[src/rtl/cnn_l1_pkg.sv]
// Shared definitions for the layer-1 CNN datapath: pixel width, window
// geometry and the tap-index helper used to address packed 3x3 windows.
package cnn_l1_pkg;

    localparam int DATA_W   = 16;
    localparam int WIN_TAPS = 9;

    function automatic int idx(input int r, input int c);
        return 3 * r + c;
    endfunction

endpackage

[src/rtl/line_buf_l1.sv]
// Single-row delay line: register-array circular buffer addressed by the
// current column, returning the old contents before they are overwritten.
module line_buf_l1 #(
    parameter int DEPTH = 8,
    parameter int WIDTH = 16
) (
    input  logic                     clk,
    input  logic                     we_i,
    input  logic [$clog2(DEPTH)-1:0] addr_i,
    input  logic [WIDTH-1:0]         wr_data_i,
    output logic [WIDTH-1:0]         rd_data_o
);

    logic [WIDTH-1:0] mem_q [DEPTH];

    assign rd_data_o = mem_q[addr_i];

    // Contents are deliberately unreset; row/col gating keeps stale data out of windows.
    always_ff @(posedge clk) begin
        if (we_i) begin
            mem_q[addr_i] <= wr_data_i;
        end
    end

endmodule

[src/rtl/conv_window_l1.sv]
// Layer-1 window generator: turns a row-major pixel stream into packed 3x3
// windows, one per valid convolution position, with a single output stage.
module conv_window_l1 #(
    parameter int DATA_W = cnn_l1_pkg::DATA_W,
    parameter int IMG_W  = 8,
    parameter int IMG_H  = 8
) (
    input  logic                                    clk,
    input  logic                                    rst_n,
    input  logic                                    in_valid,
    input  logic [DATA_W-1:0]                       in_data,
    output logic                                    in_ready,
    output logic                                    win_valid,
    output logic [cnn_l1_pkg::WIN_TAPS*DATA_W-1:0]  win_data,
    input  logic                                    win_ready,
    output logic                                    frame_done
);
    import cnn_l1_pkg::WIN_TAPS;
    import cnn_l1_pkg::idx;

    localparam int CW = $clog2(IMG_W);
    localparam int RW = $clog2(IMG_H);

    logic [CW-1:0]              col_q, col_d;
    logic [RW-1:0]              row_q, row_d;
    logic [WIN_TAPS*DATA_W-1:0] win_q, win_d;
    logic                       win_valid_q, win_valid_d;
    logic                       frame_done_q, frame_done_d;

    logic              accept_s;
    logic              col_last_s;
    logic              row_last_s;
    logic [DATA_W-1:0] lb0_rd_s;
    logic [DATA_W-1:0] lb1_rd_s;

    assign in_ready   = win_ready || !win_valid_q;
    assign accept_s   = in_valid && in_ready;
    assign col_last_s = (col_q == CW'(IMG_W - 1));
    assign row_last_s = (row_q == RW'(IMG_H - 1));

    // lb0 delays by one row, lb1 by two rows (fed from lb0's read side).
    line_buf_l1 #(.DEPTH(IMG_W), .WIDTH(DATA_W)) u_lb0 (
        .clk       (clk),
        .we_i      (accept_s),
        .addr_i    (col_q),
        .wr_data_i (in_data),
        .rd_data_o (lb0_rd_s)
    );

    line_buf_l1 #(.DEPTH(IMG_W), .WIDTH(DATA_W)) u_lb1 (
        .clk       (clk),
        .we_i      (accept_s),
        .addr_i    (col_q),
        .wr_data_i (lb0_rd_s),
        .rd_data_o (lb1_rd_s)
    );

    // Next-state: position counters, window shift, output-stage valid and frame pulse.
    always_comb begin
        col_d        = col_q;
        row_d        = row_q;
        win_d        = win_q;
        win_valid_d  = win_valid_q;
        frame_done_d = 1'b0;
        if (accept_s) begin
            if (col_last_s) begin
                col_d = '0;
                row_d = row_last_s ? '0 : row_q + RW'(1);
            end else begin
                col_d = col_q + CW'(1);
                row_d = row_q;
            end
            for (int r = 0; r < 3; r++) begin
                for (int c = 0; c < 2; c++) begin
                    win_d[idx(r, c)*DATA_W +: DATA_W] = win_q[idx(r, c + 1)*DATA_W +: DATA_W];
                end
            end
            win_d[idx(0, 2)*DATA_W +: DATA_W] = lb1_rd_s;
            win_d[idx(1, 2)*DATA_W +: DATA_W] = lb0_rd_s;
            win_d[idx(2, 2)*DATA_W +: DATA_W] = in_data;
            win_valid_d  = (row_q >= RW'(2)) && (col_q >= CW'(2));
            frame_done_d = col_last_s && row_last_s;
        end else if (win_ready) begin
            win_valid_d = 1'b0;
        end else begin
            win_valid_d = win_valid_q;
        end
    end

    // State and output registers.
    always_ff @(posedge clk or negedge rst_n) begin
        if (!rst_n) begin
            col_q        <= '0;
            row_q        <= '0;
            win_q        <= '0;
            win_valid_q  <= 1'b0;
            frame_done_q <= 1'b0;
        end else begin
            col_q        <= col_d;
            row_q        <= row_d;
            win_q        <= win_d;
            win_valid_q  <= win_valid_d;
            frame_done_q <= frame_done_d;
        end
    end

    assign win_valid  = win_valid_q;
    assign win_data   = win_q;
    assign frame_done = frame_done_q;

endmodule

[config.mk]
export PLATFORM = sky130hd
export DESIGN_NAME = conv_window_l1
export DESIGN_NICKNAME = d
export VERILOG_FILES = /design/src/rtl/cnn_l1_pkg.sv /design/src/rtl/line_buf_l1.sv /design/src/rtl/conv_window_l1.sv
export SDC_FILE = /design/constraint.sdc
export NUM_CORES = 1
export LEC_CHECK = 0
export BUFFER_PORTS_ARGS = -buffer_cell sky130_fd_sc_hd__buf_2
export CAP_MARGIN = 10
export CORE_ASPECT_RATIO = 1.25
export CORE_MARGIN = 4
export CORE_UTILIZATION = 56
export CTS_BUF_LIST = sky130_fd_sc_hd__clkbuf_8
export DETAILED_ROUTE_END_ITERATION = 6
export GPL_ROUTABILITY_DRIVEN = 0
export GPL_TIMING_DRIVEN = 0
export HOLD_SLACK_MARGIN = 0.05
export PLACE_DENSITY = 0.77
export SLEW_MARGIN = 20
export SYNTH_ARGS = -nofsm -noshare
export SYNTH_HDL_FRONTEND = slang
export SYNTH_SLANG_ARGS = --single-unit
[constraint.sdc]
create_clock -name clk -period 6.3 [get_ports clk]
set_input_delay 1.26 -clock clk [delete_from_list [all_inputs] [get_ports clk]]
set_output_delay 1.26 -clock clk [all_outputs]
set_load 0.01 [all_outputs]
==> flow_metrics.env, run 1 <==
export IMPL_postRouteAntennaNets=0
export IMPL_async_flop_share_pct=37.3
export IMPL_end_kind="register"
export IMPL_track_usage_pct=25.7
export IMPL_drt_iter0_markers=1069
export IMPL_ys_seq_area_share_pct=73.6
export IMPL_place_worst_setup_slack_ps=2440
export IMPL_place_inst=1662
export IMPL_hp_class="reg2reg"
export IMPL_tightestPinTransition_ps=887
export IMPL_grt_pass1_vias=10400
export IMPL_cpMostUsedCell="buf_4"
export IMPL_finalNonFillerCells=1772
export IMPL_fin_tns_setup_ps=0
export IMPL_ys_flop_type="edfxtp_1"
export IMPL_synth_warning_count=0
export IMPL_period_minus_slack_ps=3320
export IMPL_worstPathArrival_ps=3610
export IMPL_synth_nets=1145
export IMPL_synthTopCellsByArea="edfxtp_1 (49%), dfrtp_1 (24%), nand2_1 (9.5%)"
export IMPL_grt_pass1_wl_um=59900
export IMPL_ys_seq_elements=408
export IMPL_max_clock_freq_ghz=0.301
export IMPL_slew_violations=0
export IMPL_remaining_drc_errors=0
export IMPL_slowest_stage="nor4_2"
export IMPL_crit_type="in2reg"
export IMPL_clk_path_buf_depth=3
export IMPL_ctsResizeCount=0
export IMPL_num_rows=68
export IMPL_fin_crit_sh_pct=52.7
export IMPL_nNetsFinal=1398
export IMPL_hold_worst_slack_ps=469
export IMPL_cap_violations=0
export IMPL_antenna_cells=0
export IMPL_numCtsBuffers=58
export IMPL_clkTransAtPathRegs_ps=60
export IMPL_wire_per_inst_um=22.0
export IMPL_dieHeight_um=195
export IMPL_vias=10200
export IMPL_antenna_found_initial=1
export IMPL_cts_sinks=408
export IMPL_synth_area_leader_cell="edfxtp_1"
export IMPL_cts_setup_buffers=0
export IMPL_r2r_slack_ps=3320
export IMPL_finish_instance_area_sq_um=18400
export IMPL_io_buffers=166
export IMPL_final_cell_mix="nand2_1 (395), edfxtp_1 (256), buf_2 (200)"
export IMPL_p_leak_nw=7.86
export IMPL_worst_path_largest_cell_delay_ps=650
export IMPL_cp_max_fo=10
export IMPL_crit_required_ps=6590
export IMPL_hold_viol_final=0
export IMPL_cts_tree="done"
export IMPL_cpLargestDelayFamily="buffers and inverters"
export IMPL_hpwl_um=27100
export IMPL_drive_gt1_share_pct=26.8
export IMPL_die_area_sq_um=30700
export IMPL_first_pass_iters=5
export IMPL_path_cells="buf_2, nand2b_4, nand2_1, clkbuf_1, nor4_2, buf_4, buf_4, buf_4, buf_4"
export IMPL_syn_cell_area_sq_um=15600
export IMPL_clk_latency_ps=600
export IMPL_areaGrowthSynthToFinish_pct=17.8
export IMPL_peakVddDrop_mv=0.284
export IMPL_mostFrequentLayoutCell="nand2_1"
export IMPL_finalWirelength_um=39100
export IMPL_die_x_um=157
export IMPL_path_buf_inv=6
export IMPL_setup_viol=0
export IMPL_synth_top_area_share_pct=49.2
export IMPL_synth_edff_count=256
export IMPL_fillCellCount=1898
export IMPL_syn_avg_cell_area_sq_um=14.0
export IMPL_worst_slack_ps=2980
export IMPL_htreeDepth=2
export IMPL_cts_root_buf="clkbuf_8"
export IMPL_vias_per_cell=5.74
export IMPL_outcome="completed"
export IMPL_rsz0062_at_grt="no"
export IMPL_power_density_nw_per_um2=496
export IMPL_synth_cell_types=42
export IMPL_coreArea_sq_um=27600
export IMPL_skew_ps=24.9
export IMPL_grt_max_degree=98
export IMPL_slew_headroom_pct=40.9
export IMPL_overflow=0
export IMPL_crit_path_start_kind="input port"
export IMPL_pin_count=167
export IMPL_hold_buffers=0
export IMPL_place_area_sq_um=17200
export IMPL_synthCells=1119
export IMPL_initial_core_util_pct=56.7
[cell usage after synthesis (all sizes together), types with 2 or more instances]
master,instances
a21o,5
a21oi,8
a221oi,13
a22o,7
a22oi,6
a31o,2
a31oi,30
a32oi,2
and2,3
and3,3
buf,52
clkbuf,12
dfrtp,152
edfxtp,256
ha,6
inv,2
mux2,6
mux2i,26
mux4,34
nand2,395
nand2b,4
nand3,2
nand3b,11
nor2,49
nor2b,2
nor3,5
o211ai,9
o21ai,11
[cells by family after synthesis]
logic type      share of synthesized area (%)
buf+inv                                  2.54
simple gates                             12.1
fa+ha+maj                               0.481
mux                                      7.00
compound gates                           4.30
flops                                    73.6
[report_power, final]
| part | internal (mW) | leakage (nW) | switching (mW) | total, mW |
|---|---|---|---|---|
| logic | 1.10 | 3.01 | 1.84 | 2.94 |
| registers | 3.73 | 4.17 | 0.412 | 4.15 |
| clock network | 1.06 | 0.680 | 0.971 | 2.03 |
[area by class of cell]
class | count | area (sq um) | share of cell area [%]
flip-flops and latches | 408 | 11500 | 62.5
clock inverters | 39 | 194 | 1.05
clock buffers | 71 | 977 | 5.31
plain buffers | 64 | 389 | 2.11
well taps | 350 | 438 | 2.38
repair buffers | 193 | 1130 | 6.15
inverters | 2 | 7.51 | 0.0408
multi-input cells | 645 | 3770 | 20.5
[layer usage]
layer | GRT usage, % | share of wire (%) | up-vias
li1 | - | - | 4487
met1 | 32.2 | 35 | 5068
met2 | 44.4 | 52 | 528
met3 | 4.59 | 8.4 | 94
met4 | 9.88 | 3.9 | 0
met5 | 0 | 0 | -
[stage by stage]
step                power [mW]  utilization, %
floorplan                 5.82               -
global placement          6.95            61.3
detailed placement        7.10            62.5
CTS                       9.13            66.7
global route              9.57            66.7
finish                    9.12            66.7
[sequential cells by signal (all words and copies together), names as in the netlist]
signal       cells
row_q            3
win_valid        1
col_q            3
u_lb1.mem_q    128
frame_done       1
win_data       144
u_lb0.mem_q    128
[worst min-delay path, stage by stage, from the launching register on]
cell and delay (ps):
dfrtp_1 340, nand2_1 50, nand2_1 50
[path summary, 6_finish.rpt]
kind | from | end | cells after the start
worst max-delay path | win_ready | u_lb0.mem_q[0][11] | 9
worst min-delay path | win_data[1] | win_data[1] | 2
worst max register to register | col_q[0] | u_lb0.mem_q[0][11] | 8
worst min register to register | win_data[1] | win_data[1] | 2
max in group asynchronous | rst_n | win_data[142] | 2
min in group asynchronous | rst_n | win_data[15] | 1
(Power assumes the default switching activity.)
==> run 2: changes to the inputs <==
--- a/config.mk
+++ b/config.mk
@@ -9,13 +9,13 @@
 export CAP_MARGIN = 10
 export CORE_ASPECT_RATIO = 1.25
 export CORE_MARGIN = 4
-export CORE_UTILIZATION = 56
+export CORE_UTILIZATION = 55
 export CTS_BUF_LIST = sky130_fd_sc_hd__clkbuf_8
 export DETAILED_ROUTE_END_ITERATION = 6
 export GPL_ROUTABILITY_DRIVEN = 0
 export GPL_TIMING_DRIVEN = 0
 export HOLD_SLACK_MARGIN = 0.05
-export PLACE_DENSITY = 0.77
+export PLACE_DENSITY = 0.78
 export SLEW_MARGIN = 20
 export SYNTH_ARGS = -nofsm -noshare
 export SYNTH_HDL_FRONTEND = slang
==> constraint.sdc (replaced) <==
create_clock -name clk -period 2.8 [get_ports clk]
set_input_delay 0.56 -clock clk [delete_from_list [all_inputs] [get_ports clk]]
set_output_delay 0.56 -clock clk [all_outputs]
set_load 0.01 [all_outputs]
==> flow_metrics.env, run 2 (synthesis results as in run 1) <==
export IMPL_hp_class="in2reg"
export IMPL_coreArea_sq_um=27800
export IMPL_place_inst=1657
export IMPL_track_usage_pct=24.7
export IMPL_finish_instance_area_sq_um=18500
export IMPL_drive_gt1_share_pct=26.2
export IMPL_hold_worst_slack_ps=248
export IMPL_largest_reg_flops=144
export IMPL_clkTransAtPathRegs_ps=70
export IMPL_outcome="completed"
export IMPL_dieHeight_um=196
export IMPL_first_pass_iters=5
export IMPL_nNetsFinal=1396
export IMPL_end_kind="register"
export IMPL_p_clk_share_pct=22.6
export IMPL_period_minus_slack_ps=2670
export IMPL_vias_per_cell=5.75
export IMPL_place_worst_setup_slack_ps=-117
export IMPL_die_x_um=159
export IMPL_postRouteAntennaNets=0
export IMPL_cp_max_fo=10
export IMPL_wire_per_inst_um=22.0
export IMPL_antenna_cells=0
export IMPL_internal_power_mw=13.4
export IMPL_grt_pass1_vias=10400
export IMPL_slew_violations=0
export IMPL_hold_viol_final=0
export IMPL_worst_slack_ps=127
export IMPL_areaGrowthSynthToFinish_pct=18.2
export IMPL_crit_required_ps=3090
export IMPL_max_clock_freq_ghz=0.374
export IMPL_fin_crit_sh_pct=95.5
export IMPL_antenna_found_initial=1
export IMPL_p_comb_share_pct=32.3
export IMPL_path_buf_inv=5
export IMPL_p_total_mw=20.6
export IMPL_pin_count=167
export IMPL_worstPathArrival_ps=2960
export IMPL_clk_path_buf_depth=3
export IMPL_peakVddDrop_mv=0.642
export IMPL_mostFrequentLayoutCell="nand2_1"
export IMPL_remaining_drc_errors=0
export IMPL_cts_setup_buffers=0
export IMPL_final_cell_mix="nand2_1 (395), edfxtp_1 (256), buf_2 (198)"
export IMPL_clk_latency_ps=610
export IMPL_numCtsBuffers=60
export IMPL_cap_violations=0
export IMPL_skew_ps=29.7
export IMPL_setup_viol=0
export IMPL_p_leak_nw=7.85
export IMPL_hpwl_um=26500
export IMPL_p_sw_mw=7.27
export IMPL_io_buffers=166
export IMPL_rsz0062_at_grt="no"
export IMPL_drt_iter0_markers=1012
export IMPL_power_density_nw_per_um2=1120
export IMPL_initial_core_util_pct=56.2
export IMPL_htreeDepth=2
export IMPL_crit_type="reg2reg"
export IMPL_grt_pass1_wl_um=59700
export IMPL_tightestPinTransition_ps=856
export IMPL_place_area_sq_um=17300
export IMPL_die_area_sq_um=31200
export IMPL_p_seq_share_pct=45.1
export IMPL_cpLargestDelayFamily="buffers and inverters"
export IMPL_finalWirelength_um=38900
export IMPL_cts_sinks=408
export IMPL_finalNonFillerCells=1770
export IMPL_num_rows=68
export IMPL_vias=10200
export IMPL_crit_path_start_kind="register"
export IMPL_grt_max_degree=99
export IMPL_path_cells="buf_2, buf_2, clkbuf_4, nand2_1, nor3_4, buf_4, buf_4"
export IMPL_swShare_pct=35.2
export IMPL_cts_tree="done"
export IMPL_slowest_stage="dfrtp_1"
export IMPL_slew_headroom_pct=42.9
export IMPL_overflow=0
export IMPL_cts_root_buf="clkbuf_8"
export IMPL_worst_path_largest_cell_delay_ps=480
run 2: cell types whose count changed in the layout (fill, tap and decap cells not counted), sizes merged:
cell and delta:
clkinv +9, clkbuf -6, inv -3, bufinv +3
buf -6, dlygate4sd3 +1
run 2: per-stage QoR:
stage          TNS (ps)  utilization, %
6_report              0            66.4
5_1_grt               0            66.4
4_1_cts               0            66.3
3_5_place_dp       -932            62.0
3_3_place_gp    -550740            60.8
2_1_floorplan    -63460               -
run 2: power groups by stage:
stage / logic [mW] / registers (mW) / clock network (mW)
2_1_floorplan: 3.51 / 9.60 / 0
3_5_place_dp: 6.58 / 9.41 / 0
4_1_cts: 6.63 / 9.30 / 4.72
5_1_grt: 7.23 / 9.44 / 5.01
6_report: 6.66 / 9.31 / 4.67
3_3_place_gp: 6.22 / 9.39 / 0
run 2: worst register-to-register path, delay by kind of cell (launching register included):
family	cells	cell delay (ps)
buffers and inverters	5	1420
DFF	1	480
and+or+nand+nor	2	460
run 2: area by class of cell:
cell class | count | area [sq um]
Sequential cell | 408 | 11500
Fill cell | 1892 | 9360
Multi-Input combinational cell | 645 | 3800
Timing Repair Buffer | 189 | 1150
Clock buffer | 64 | 881
Tap cell | 350 | 438
Buffer | 64 | 392
Clock inverter | 48 | 303
Inverter | 2 | 7.51
run 2: path summary, 6_finish.rpt:
path,start,endpoint,slack (ps),cells past startpoint
worst max register to register,col_q[0],u_lb0.mem_q[3][12],130,7
max in group asynchronous,rst_n,win_data[142],1480,3
worst max-delay path,col_q[0],u_lb0.mem_q[3][12],130,7
min in group asynchronous,rst_n,win_data[65],460,2
worst min-delay path,in_data[5],u_lb0.mem_q[7][5],250,1
worst min register to register,win_data[0],win_data[0],470,2
run 2: repair_timing:
item	4_1_cts	5_1_grt
resized for setup	0	3
hold buffers	1	0
hold endpoints to repair	54	0
setup endpoints to repair	0	23
run 2: metal layers:
metal	global-route usage [%]	routed length [um]	up-vias
li1	-	-	4490
met1	30.7	14200	5036
met2	43.0	20100	537
met3	4.94	3080	106
met4	10.3	1490	2
met5	0	7	-
